==> config.mk <==
export PLATFORM = sky130hd
export DESIGN_NAME = pipelined_adder
export DESIGN_NICKNAME = d
export VERILOG_FILES = /design/src/rtl/pipelined_adder_pkg.sv /design/src/rtl/pipelined_adder_slice.sv /design/src/rtl/pipelined_adder.sv
export SDC_FILE = /design/constraint.sdc
export NUM_CORES = 1
export LEC_CHECK = 0
export BUFFER_PORTS_ARGS = -buffer_cell sky130_fd_sc_hd__buf_4
export CORE_ASPECT_RATIO = 1.25
export CORE_MARGIN = 3
export CORE_UTILIZATION = 52
export DETAILED_ROUTE_END_ITERATION = 6
export GPL_TIMING_DRIVEN = 0
export PLACE_DENSITY_LB_ADDON = 0.3
export SLEW_MARGIN = 40
export SYNTH_ARGS = -nofsm -noshare
export SYNTH_HDL_FRONTEND = slang
export SYNTH_SLANG_ARGS = --single-unit
==> constraint.sdc <==
create_clock -name clk -period 4.7 [get_ports clk]
set_clock_uncertainty 0.1 [all_clocks]
set_input_delay 0 -clock clk [delete_from_list [all_inputs] [get_ports clk]]
set_output_delay 0 -clock clk [all_outputs]
set_load 0.05 [all_outputs]
==> src/rtl/pipelined_adder_pkg.sv <==
// Shared helpers for the pipelined add/subtract unit: chunk sizing and the
// configuration check used at elaboration time.
package pipelined_adder_pkg;

   localparam int DEFAULT_WIDTH  = 32;
   localparam int DEFAULT_STAGES = 4;

   function automatic bit stages_divide(input int width, input int stages);
      return (stages > 0) && (width > 0) && ((width % stages) == 0);
   endfunction

   function automatic int chunk_of(input int width, input int stages);
      return (stages > 0) ? (width / stages) : width;
   endfunction

endpackage

==> src/rtl/pipelined_adder_slice.sv <==
// Combinational ripple-carry slice; exposes the carry into its MSB so the
// last slice can feed the signed-overflow detector.
module adder_slice #(
   parameter int WIDTH = 8
) (
   input  logic [WIDTH-1:0] a,
   input  logic [WIDTH-1:0] b,
   input  logic             cin,
   output logic [WIDTH-1:0] sum,
   output logic             cout,
   output logic             c_msb
);

   always_comb begin
      logic c;
      c     = cin;
      sum   = '0;
      c_msb = cin;
      for (int i = 0; i < WIDTH; i++) begin
         if (i == WIDTH - 1) c_msb = c;
         sum[i] = a[i] ^ b[i] ^ c;
         c      = (a[i] & b[i]) | (a[i] & c) | (b[i] & c);
      end
      cout = c;
   end

endmodule

==> src/rtl/pipelined_adder.sv <==
// Pipelined add/subtract: one CHUNK-bit slice resolved per stage, carry
// registered between stages, whole pipe advancing together under valid/ready.
module pipelined_adder
   import pipelined_adder_pkg::*;
#(
   parameter int WIDTH  = DEFAULT_WIDTH,
   parameter int STAGES = DEFAULT_STAGES
) (
   input  logic             clk,
   input  logic             rst,
   input  logic             in_valid,
   output logic             in_ready,
   input  logic [WIDTH-1:0] a,
   input  logic [WIDTH-1:0] b,
   input  logic             cin,
   input  logic             sub,
   output logic             out_valid,
   input  logic             out_ready,
   output logic [WIDTH-1:0] sum,
   output logic             cout,
   output logic             ovf
);

   localparam int CHUNK = chunk_of(WIDTH, STAGES);

   if (!stages_divide(WIDTH, STAGES)) begin : g_bad_cfg
      $error("pipelined_adder: STAGES must divide WIDTH exactly");
   end

   logic              adv;
   logic [STAGES-1:0] vld_q;
   logic [STAGES-1:0] carry_q;
   logic [WIDTH-1:0]  res_q [STAGES];
   logic [WIDTH-1:0]  opa_q [STAGES];
   logic [WIDTH-1:0]  opb_q [STAGES];
   logic              ovf_q;

   logic [STAGES-1:0] st_v;
   logic [STAGES-1:0] st_c;
   logic [WIDTH-1:0]  st_a   [STAGES];
   logic [WIDTH-1:0]  st_b   [STAGES];
   logic [WIDTH-1:0]  st_res [STAGES];
   logic [WIDTH-1:0]  nres   [STAGES];

   logic [CHUNK-1:0]  sl_sum [STAGES];
   logic [STAGES-1:0] sl_cout;
   logic [STAGES-1:0] sl_cmsb;

   assign adv       = !vld_q[STAGES-1] || out_ready;
   assign in_ready  = adv;
   assign out_valid = vld_q[STAGES-1];
   assign sum       = res_q[STAGES-1];
   assign cout      = carry_q[STAGES-1];
   assign ovf       = ovf_q;

   // Stage 0 takes operands from the ports (subtract folds into ~b + 1);
   // later stages take the operands and carry delayed by the previous stage.
   always_comb begin
      st_v[0]   = in_valid;
      st_c[0]   = sub ? 1'b1 : cin;
      st_a[0]   = a;
      st_b[0]   = sub ? ~b : b;
      st_res[0] = '0;
      for (int k = 1; k < STAGES; k++) begin
         st_v[k]   = vld_q[k-1];
         st_c[k]   = carry_q[k-1];
         st_a[k]   = opa_q[k-1];
         st_b[k]   = opb_q[k-1];
         st_res[k] = res_q[k-1];
      end
      for (int k = 0; k < STAGES; k++) begin
         nres[k]                  = st_res[k];
         nres[k][k*CHUNK +: CHUNK] = sl_sum[k];
      end
   end

   for (genvar k = 0; k < STAGES; k++) begin : g_slice
      adder_slice #(.WIDTH(CHUNK)) u_slice (
         .a     (st_a[k][k*CHUNK +: CHUNK]),
         .b     (st_b[k][k*CHUNK +: CHUNK]),
         .cin   (st_c[k]),
         .sum   (sl_sum[k]),
         .cout  (sl_cout[k]),
         .c_msb (sl_cmsb[k])
      );
   end

   // Data registers only load behind a valid token, so the output holds its
   // last result while bubbles pass through.
   always_ff @(posedge clk or posedge rst) begin
      if (rst) begin
         vld_q   <= '0;
         carry_q <= '0;
         ovf_q   <= 1'b0;
         for (int k = 0; k < STAGES; k++) begin
            res_q[k] <= '0;
            opa_q[k] <= '0;
            opb_q[k] <= '0;
         end
      end else if (adv) begin
         vld_q <= st_v;
         for (int k = 0; k < STAGES; k++) begin
            if (st_v[k]) begin
               res_q[k]   <= nres[k];
               carry_q[k] <= sl_cout[k];
               opa_q[k]   <= st_a[k];
               opb_q[k]   <= st_b[k];
            end
         end
         if (st_v[STAGES-1]) ovf_q <= sl_cout[STAGES-1] ^ sl_cmsb[STAGES-1];
      end
   end

endmodule

==> impl_metrics.csv, run 1 <==
group,metric,value,unit
flow_run,maxCapViolations,0,
logic_synthesis,yosysUniqueCellTypes,23,
timing,slew_headroom,0.622,
final_layout,final_area,0.0107,mm2
route,dr_total_vias,4907,
timing,whs,22.8,ps
global_route,antenna_found_initial,0,
timing,period_minus_slack,4350,ps
timing,fin_crit_sh,0.924,
setup_path,cp_cell_sequence,"inv_1, fa_1, inv_1, fa_1, fa_1, fa_1, fa_1, fa_1, fa_1, inv_1, fa_1, a31oi_1",
placed_design,place_hpwl,11900,um
timing,max_freq,230,MHz
setup_path,r2r_slack,350,ps
setup_path,slowest_delay,470,ps
route,drc,0,
setup_path,critical_path.max_fanout,2,
setup_path,r2r-end,"nres[23]",
global_route,grt_pass1_wl,28600,um
global_route,grt_start_max_net_pins,28,
setup_path,end_kind,"flop",
die,pin_count,106,
clocking,clock_sinks,185,
power,max-vdd-ir-drop,0.000341,V
clocking,cts_tree,"done",
route,drt-pass1-iter-count,4,
timing,drv_slew,0,
logic_synthesis,syn_inst,542,
power,share_seq_of_total_power,0.373,
final_layout,diodes,0,
logic_synthesis,syn_area,0.00809,mm2
timing,rsz0062_at_grt,"no",
timing,totalNegativeSetupSlack,0,ps
route,avgViaCountPerCell,5.10,
timing,hold_violations,0,
die,die_w,118,um
clocking,cts_root_buffer,"clkbuf_16",
clocking,clk_pin_slew_worst_paths,60,ps
setup_path,start_kind,"flop",
clocking,cts_resized,0,
setup_path,startpoint,"carry_q[1]",
die,dieArea,0.0171,mm2
power,clockPowerShare,0.205,
logic_synthesis,synth-seq-cells,185,
power,p_sw_frac,0.347,
power,p_switching,0.00257,W
placed_design,gp_congestion,0.774,
logic_synthesis,avgSynthCellArea,14.9,um2
final_layout,synthToLayoutAreaGrowth,31.6,%
route,routed_wirelength,17100,um
timing,worst_slew_pin_slew,567,ps
power,cellPowerDensity,696,mW/mm2
setup_path,cp.required,4940,ps
global_route,grt_usage,0.215,
worst_hold_path,hold_path.class,"in2async",
route,drt_iter0_markers,182,
clocking,numCtsBuffers,17,
clocking,h-tree-depth,4,
clocking,insertion_delay,430,ps
power,p_leak,4.81,nW
setup_path,crit_top_cell,"fa_1",
die,die_y,145,um
global_route,grt_pass1_vias,5544,
power,p_total,0.00741,W
setup_path,r2r_start,"carry_q[1]",
die,coreArea,0.0151,mm2
outcome,status,"finished, final reports clean",
final_layout,final_nets,843,
clocking,max-clock-path-buffers,2,
power,p_int,0.00484,W
route,drtAntennaViolNets,0,
setup_path,critPathArrivalTime,4590,ps
die,initial_core_util,0.535,
logic_synthesis,yosysSeqAreaShare,0.572,
logic_synthesis,synth_warnings,0,
timing,finalSetupViolCount,0,
setup_path,critPathSlowestCell,"fa_1",
die,row_count,50,
logic_synthesis,syn-num-nets,644,
final_layout,drive_above_1_share,0.414,
route,avgRoutedWirePerCell,17.7,um
setup_path,criticalPathCategory,"reg2reg",
power,pwr-share-comb,0.422,
placed_design,portBuffers,103,
placed_design,place_area,0.00933,mm2
global_route,overflow,0,
setup_path,rr_worst_depth,12,
==> flip-flops by register name, indices dropped and copies added (netlist names) <==
signal	count
vld_q	4
nres	48
ovf	1
opa_q	48
carry_q	4
opb_q	48
sum	32
==> worst max-delay path: cells and delay by family, from the launching register on <==
family / cells / cell delay, ps
buffers and inverters: 3 / 250
flip-flops: 1 / 360
AO/OA/AOI/OAI: 1 / 210
adder cells (fa/ha/maj): 8 / 3340
==> power by group through the flow <==
stage | clock network [W] | registers, W | logic [W]
finish | 0.00152 | 0.00277 | 0.00313
global route | 0.00163 | 0.00287 | 0.00338
CTS | 0.00154 | 0.00278 | 0.00317
detailed placement | 0 | 0.00279 | 0.00308
global placement | 0 | 0.00275 | 0.00295
floorplan | 0 | 0.00320 | 0.00179
==> stage by stage <==
step	setup WS, ps	utilization	std cells
detailed placement	223	0.616	861
CTS	323	0.704	962
global route	184	0.704	962
global placement	320	0.603	853
floorplan	612	-	542
finish	355	0.704	962
==> cell usage after synthesis <==
cell type	count	share of area
buf_6	7	0.0097
a31oi_1	4	0.0031
fa_1	32	0.079
inv_1	34	0.016
nand2_4	1	0.0014
nand2b_4	1	0.0017
a21oi_1	58	0.036
mux2i_1	5	0.0062
nand2_2	1	0.00077
buf_4	1	0.00093
nand2_1	2	0.00093
dfrtp_1	185	0.57
nand3_1	5	0.0031
or2_2	1	0.00077
xnor2_1	28	0.030
mux2_4	38	0.071
o21ai_0	6	0.0037
o21ai_1	1	0.00062
xor2_1	5	0.0054
clkbuf_1	4	0.0019
mux2_2	103	0.14
buf_2	19	0.012
and2_4	1	0.0011
==> kinds of logic after synthesis <==
| logic type | Yosys count | share of synthesized area |
|---|---|---|
| AO/OA/AOI/OAI | 69 | 0.0433 |
| XOR/XNOR | 33 | 0.0357 |
| adder cells (fa/ha/maj) | 32 | 0.0792 |
| buffers and inverters | 65 | 0.0400 |
| flip-flops | 185 | 0.572 |
| multiplexers | 146 | 0.220 |
| AND/OR/NAND/NOR | 12 | 0.00974 |
==> layer usage <==
metal,up-vias,part of all wire,global-route usage
met3,29,0.030,0.0470
met2,94,0.53,0.376
li1,2231,-,-
met1,2553,0.42,0.266
met4,0,0.023,0.0757
met5,-,0,0
==> cell usage in the layout, fill, tap and decap left out, drive strengths merged <==
cell,Yosys,routed
buf,27,138
nand2b,1,1
clkbuf,4,30
dfrtp,185,185
bufinv,0,4
clkinvlp,0,3
o21ai,7,7
dlygate4sd3,0,69
xor2,5,5
nand3,5,5
or2,1,1
a31oi,4,4
fa,32,32
and2,1,1
mux2i,5,5
nand2,4,4
inv,34,33
mux2,141,141
xnor2,28,28
a21oi,58,58
==> worst max path at each step <==
stage	depth (start not counted)	end	slack, ps
floorplan	12	nres[23]	610
finish	12	nres[23]	350
detailed placement	14	nres[71]	220
global placement	14	nres[71]	320
global route	12	nres[23]	180
CTS	12	nres[23]	320
==> final cells by class <==
type,count,area [um2]
Multi-Input combinational cell,292,3140
Fill cell,1052,4490
Clock buffer,26,499
Timing Repair Buffer,180,1660
Inverter,34,131
Tap cell,208,260
Sequential cell,185,4630
Buffer,31,196
Clock inverter,6,135
==> what timing repair did <==
item                      4_1_cts  5_1_grt
hold buffers                   69        0
hold endpoints to repair      225        0
buffers inserted                0        0
Power figures use the tool's default switching activity.
==> inputs of run 2 (changes only) <==
CORE_UTILIZATION = 54   (was 52)
CTS_BUF_LIST = sky130_fd_sc_hd__clkbuf_2   (was unset)
==> impl_metrics.csv, run 2 <==
group,metric,value,unit
outcome,status,"stopped before the end",
outcome,haltStage,"4_1_cts",
outcome,error_line,"[ERROR RSZ-0060] Max buffer count reached.",
clocking,cts_root_buffer,"clkbuf_2",
logic_synthesis,synth_edf_count,0,
logic_synthesis,ys_top_cells_by_area,"dfrtp_1, mux2_2, fa_1",
clocking,clock_sinks,185,
logic_synthesis,synth-seq-cells,185,
logic_synthesis,synth_top_cell_by_area,"dfrtp_1",
placed_design,place_hpwl,11800,um
die,die_w,115,um
clocking,max-clock-path-buffers,2,
logic_synthesis,ys_top_cells_by_count,"dfrtp_1, mux2_2, a21oi_1, mux2_4, inv_1",
die,pin_count,106,
clocking,h-tree-depth,4,
logic_synthesis,synth_top_area_share,0.572,
placed_design,gp_congestion,0.800,
logic_synthesis,syn-num-nets,644,
logic_synthesis,avgSynthCellArea,14.9,um2
clocking,cts_resized,0,
die,die_y,143,um
logic_synthesis,async_flop_share,1.00,
logic_synthesis,yosysUniqueCellTypes,23,
logic_synthesis,synth_warnings,0,
logic_synthesis,synth_most_common_cell,"dfrtp_1",
logic_synthesis,syn_inst,542,
logic_synthesis,yosysSeqAreaShare,0.572,
clocking,post_cts.repair.setup_buffers,0,
logic_synthesis,syn_area,0.00809,mm2
die,initial_core_util,0.557,
placed_design,portBuffers,103,
clocking,cts_hold_buffers,174,
clocking,numCtsBuffers,17,
logic_synthesis,ys.flop_type,"dfrtp_1",
die,row_count,49,
-- run 2: cell counts after synthesis --
No cell type changed its count.
-- run 2: per-stage QoR --
| stage | instance area, um2 | hold WS (ps) | std cells | worst slack, ps | util |
|---|---|---|---|---|---|
| global placement | 9090 | 133 | 823 | 333 | 0.626 |
| floorplan | 8100 | 46.9 | 542 | 612 | - |
| detailed placement | 9310 | -7.02 | 831 | 207 | 0.640 |
-- run 2: logic make-up after synthesis --
family	synth area share
flip-flops	0.572
multiplexers	0.220
AO/OA/AOI/OAI	0.0433
buffers and inverters	0.0400
XOR/XNOR	0.0357
adder cells (fa/ha/maj)	0.0792
AND/OR/NAND/NOR	0.00974
==> inputs of run 3 (changes only) <==
CORE_ASPECT_RATIO = unset   (was 1.25)
CORE_UTILIZATION = 40   (was 54)
CTS_BUF_LIST = unset   (was sky130_fd_sc_hd__clkbuf_2)
PLACE_DENSITY_LB_ADDON = 0.15   (was 0.3)
clock period = 6.1 ns   (was 4.7 ns; I/O delays follow)
==> impl_metrics.csv, run 3 (same netlist as run 1, synthesis figures left out) <==
group,metric,value,unit
route,avgRoutedWirePerCell,16.5,um
global_route,grt_pass1_wl,27000,um
global_route,grt_usage,0.159,
route,drtAntennaViolNets,0,
global_route,antenna_found_initial,0,
worst_hold_path,hold_path.class,"in2reg",
setup_path,critical_path.max_fanout,2,
final_layout,synthToLayoutAreaGrowth,30.8,%
timing,max_freq,234,MHz
timing,drv_slew,0,
final_layout,final_util,0.539,
final_layout,multi_input_area,0.00314,mm2
placed_design,place_hpwl,11600,um
global_route,grt_start_max_net_pins,79,
clocking,clock_sinks,185,
power,max-vdd-ir-drop,0.000233,V
timing,worst_slew_pin_slew,572,ps
timing,rsz0062_at_grt,"no",
setup_path,cp.required,6340,ps
power,share_seq_of_total_power,0.377,
power,p_total,0.00564,W
outcome,status,"finished, final reports clean",
worst_hold_path,hold_start,"out_ready",
route,drt-pass1-iter-count,4,
placed_design,place_ws,1650,ps
timing,period_minus_slack,4270,ps
setup_path,slowest_delay,480,ps
setup_path,start_kind,"flop",
power,p_sw_frac,0.348,
die,die_w,148,um
clocking,insertion_delay,420,ps
clocking,h-tree-depth,4,
clocking,numCtsBuffers,17,
global_route,overflow,0,
timing,totalNegativeSetupSlack,0,ps
flow_run,maxCapViolations,0,
setup_path,cp_cell_sequence,"inv_1, fa_1, inv_1, fa_1, fa_1, fa_1, fa_1, fa_1, fa_1, inv_1, fa_1, a31oi_1",
die,dieArea,0.0220,mm2
timing,finalSetupViolCount,0,
clocking,clk_pin_slew_worst_paths,60,ps
power,pwr-share-comb,0.418,
final_layout,seqCellArea,0.00463,mm2
die,die_y,148,um
die,coreArea,0.0197,mm2
timing,slew_headroom,0.619,
final_layout,diodes,0,
final_layout,final_nets,837,
final_layout,drive_above_1_share,0.414,
clocking,cts_root_buffer,"clkbuf_16",
setup_path,end_kind,"flop",
power,p_leak,4.75,nW
setup_path,r2r_start,"carry_q[1]",
power,cellPowerDensity,533,mW/mm2
final_layout,final_cell_mix,"dfrtp_1, buf_4, mux2_2",
die,pin_count,106,
final_layout,final_common_cell,"dfrtp_1",
placed_design,gp_congestion,0.753,
setup_path,criticalPathCategory,"reg2reg",
global_route,grt_pass1_vias,5132,
placed_design,portBuffers,103,
clocking,cts_tree,"done",
setup_path,critPathSlowestCell,"fa_1",
die,row_count,51,
route,drc,0,
power,p_switching,0.00196,W
placed_design,post-place-cells,912,
setup_path,critPathArrivalTime,4510,ps
setup_path,crit_buf_inv,3,
final_layout,n_fill_cell,1732,
route,avgViaCountPerCell,4.70,
timing,fin_ws,1830,ps
setup_path,crit_top_cell,"fa_1",
power,p_int,0.00368,W
setup_path,startpoint,"carry_q[1]",
die,initial_core_util,0.412,
clocking,max-clock-path-buffers,2,
route,routed_wirelength,16700,um
timing,hold_violations,0,
route,drt_iter0_markers,166,
route,dr_total_vias,4761,
power,clockPowerShare,0.205,
setup_path,cpLargestDelayFamily,"adder cells",
final_layout,finalNonFillerCells,1013,
timing,fin_crit_sh,0.701,
==> run 3: tightest hold or removal path: cells and delay by family <==
family	cells	cell delay, ps
AND/OR/NAND/NOR	1	150
multiplexers	1	150
buffers and inverters	2	230
==> run 3: worst paths after layout <==
check,endpoint,slack (ps),cells past startpoint
max,nres[23],1830,12
min,vld_q[0],40,4
max reg2reg,nres[23],1830,12
min reg2reg,sum[0],400,1
max in group asynchronous,nres[66],4610,5
min in group asynchronous,opa_q[108],630,4
==> run 3: timing repair <==
| action | in CTS | in global routing |
|---|---|---|
| hold endpoints to repair | 243 | 0 |
| resized for setup | 0 | 0 |
| hold buffers | 69 | 0 |
| setup buffers | 0 | 0 |
==> run 3: power groups by stage <==
stage,registers (W),clock network [W],logic [W]
after floorplan,0.00247,0,0.00138
after global placement,0.00213,0,0.00228
after detailed placement,0.00216,0,0.00234
after CTS,0.00214,0.00119,0.00241
after global routing,0.00221,0.00124,0.00257
final,0.00213,0.00116,0.00236
==> run 3: through the flow <==
step / instance area [um2] / hold WS (ps)
floorplan: 8090 / 46.9
global placement: 9200 / 134
detailed placement: 9260 / -114
CTS: 10600 / 18.2
global route: 10600 / 53.6
finish: 10600 / 36.2
==> run 3: metal layers <==
layer,wire length (um),GRT usage,vias up
li1,-,-,2206
met1,7740,0.220,2447
met2,8130,0.256,95
met3,680,0.0317,13
met4,184,0.0517,0
met5,0,0,-
==> run 3: layout make-up <==
class | instances | area share
sequential | 185 | 0.437
tap | 265 | 0.0313
clock buffer | 23 | 0.0470
multi-input combinational | 292 | 0.297
buffer | 31 | 0.0186
clock inverter | 9 | 0.0130
inverter | 34 | 0.0128
timing repair buffer | 174 | 0.143
==> inputs of run 4 (changes only) <==
clock period = 4.1 ns   (was 6.1 ns; I/O delays follow)
==> impl_metrics.csv, run 4 (same netlist as run 1, synthesis figures left out) <==
group,metric,value,unit
clocking,max-clock-path-buffers,2,
global_route,grt_usage,0.165,
setup_path,start_kind,"flop",
timing,worst_slew_pin_slew,538,ps
global_route,grt_pass1_wl,28000,um
die,coreArea,0.0197,mm2
clocking,numCtsBuffers,17,
die,die_y,148,um
route,dr_total_vias,4820,
final_layout,final_util,0.549,
timing,totalNegativeSetupSlack,0,ps
final_layout,final_cell_mix,"dfrtp_1, buf_4, mux2_2",
final_layout,drive_above_1_share,0.433,
die,pin_count,106,
die,die_w,148,um
placed_design,place_area,0.00943,mm2
route,avgRoutedWirePerCell,16.8,um
placed_design,place_hpwl,12100,um
die,dieArea,0.0220,mm2
final_layout,final_area,0.0108,mm2
global_route,overflow,0,
setup_path,critPathArrivalTime,4150,ps
die,row_count,51,
route,drc,0,
clocking,insertion_delay,420,ps
route,routed_wirelength,17100,um
clocking,clk_pin_slew_worst_paths,70,ps
placed_design,gp_congestion,0.749,
timing,rsz0062_at_grt,"no",
clocking,clock_sinks,185,
route,drtAntennaViolNets,0,
final_layout,final_nets,845,
final_layout,diodes,0,
global_route,antenna_found_initial,0,
timing,whs,47.7,ps
final_layout,n_fill_cell,1670,
setup_path,cp.required,4350,ps
final_layout,synthToLayoutAreaGrowth,33.3,%
final_layout,seqCellArea,0.00463,mm2
setup_path,critical_path.max_fanout,2,
route,drt-pass1-iter-count,4,
global_route,grt_start_max_net_pins,26,
timing,period_minus_slack,3910,ps
die,initial_core_util,0.412,
clocking,h-tree-depth,4,
power,cellPowerDensity,786,mW/mm2
outcome,status,"finished, final reports clean",
timing,drv_slew,0,
clocking,post_cts.repair.setup_buffers,0,
route,drt_iter0_markers,231,
timing,max_freq,256,MHz
global_route,grt_pass1_vias,5265,
final_layout,final_common_cell,"dfrtp_1",
timing,hold_violations,0,
worst_hold_path,hold_path.class,"in2reg",
clocking,cts_tree,"done",
clocking,cts_root_buffer,"clkbuf_16",
timing,finalSetupViolCount,0,
timing,fin_crit_sh,0.953,
flow_run,maxCapViolations,0,
power,max-vdd-ir-drop,0.000399,V
timing,slew_headroom,0.641,
setup_path,end_kind,"flop",
route,avgViaCountPerCell,4.72,
placed_design,portBuffers,103,
final_layout,multi_input_area,0.00316,mm2
power,p_leak,4.82,nW
setup_path,criticalPathCategory,"reg2reg",
run 4: repair_timing:
action	in CTS	in global routing
gates resized for setup	7	7
hold endpoints to repair	163	0
pin swaps	0	3
hold buffers	70	0
endpoints found under the setup margin	2	5
run 4: critical path, stage by stage, from the launching register on:
cell and delay [ps]:
dfrtp_1 370, inv_1 100, fa_1 190, inv_1 60, fa_1 380, fa_2 370
fa_2 410, fa_2 400, fa_2 400, fa_1 450, inv_1 100, fa_1 380
mux2i_1 130
run 4: stage by stage:
| step | power (W) | cells | setup WS (ps) |
|---|---|---|---|
| CTS | 0.00860 | 1021 | 43.7 |
| detailed placement | 0.00673 | 919 | -406 |
| finish | 0.00848 | 1021 | 193 |
| global route | 0.00906 | 1021 | 0.830 |
| global placement | 0.00657 | 910 | -315 |
| floorplan | 0.00572 | 542 | 11.8 |
run 4: cell type report:
cell class	count	share of cell area
tap	265	0.0307
multi-input combinational	292	0.293
clock inverter	11	0.0158
sequential	185	0.429
buffer	31	0.0188
timing repair buffer	182	0.157
inverter	34	0.0122
clock buffer	21	0.0427
run 4: final timing paths:
path / from / to / slack [ps] / cells after the start
min in group asynchronous: rst / sum[15] / 590 / 4
hold / removal: out_ready / vld_q[0] / 50 / 4
max in group asynchronous: rst / opb_q[58] / 2330 / 8
hold reg to reg: opa_q[89] / opa_q[57] / 400 / 1
setup / recovery: carry_q[0] / nres[47] / 190 / 12
setup reg to reg: carry_q[0] / nres[47] / 190 / 12
run 4: metal layers:
metal	global-route usage	part of all wire	vias to the layer above
li1	-	-	2235
met1	0.236	0.47	2472
met2	0.258	0.48	96
met3	0.0329	0.040	17
met4	0.0490	0.013	0
met5	0	0	-
run 4: report_power, final:
group / internal [W] / switching, W
registers: 0.00267 / 0.000495
logic: 0.00181 / 0.00176
clock network: 0.00105 / 0.000687
total: 0.00553 / 0.00295
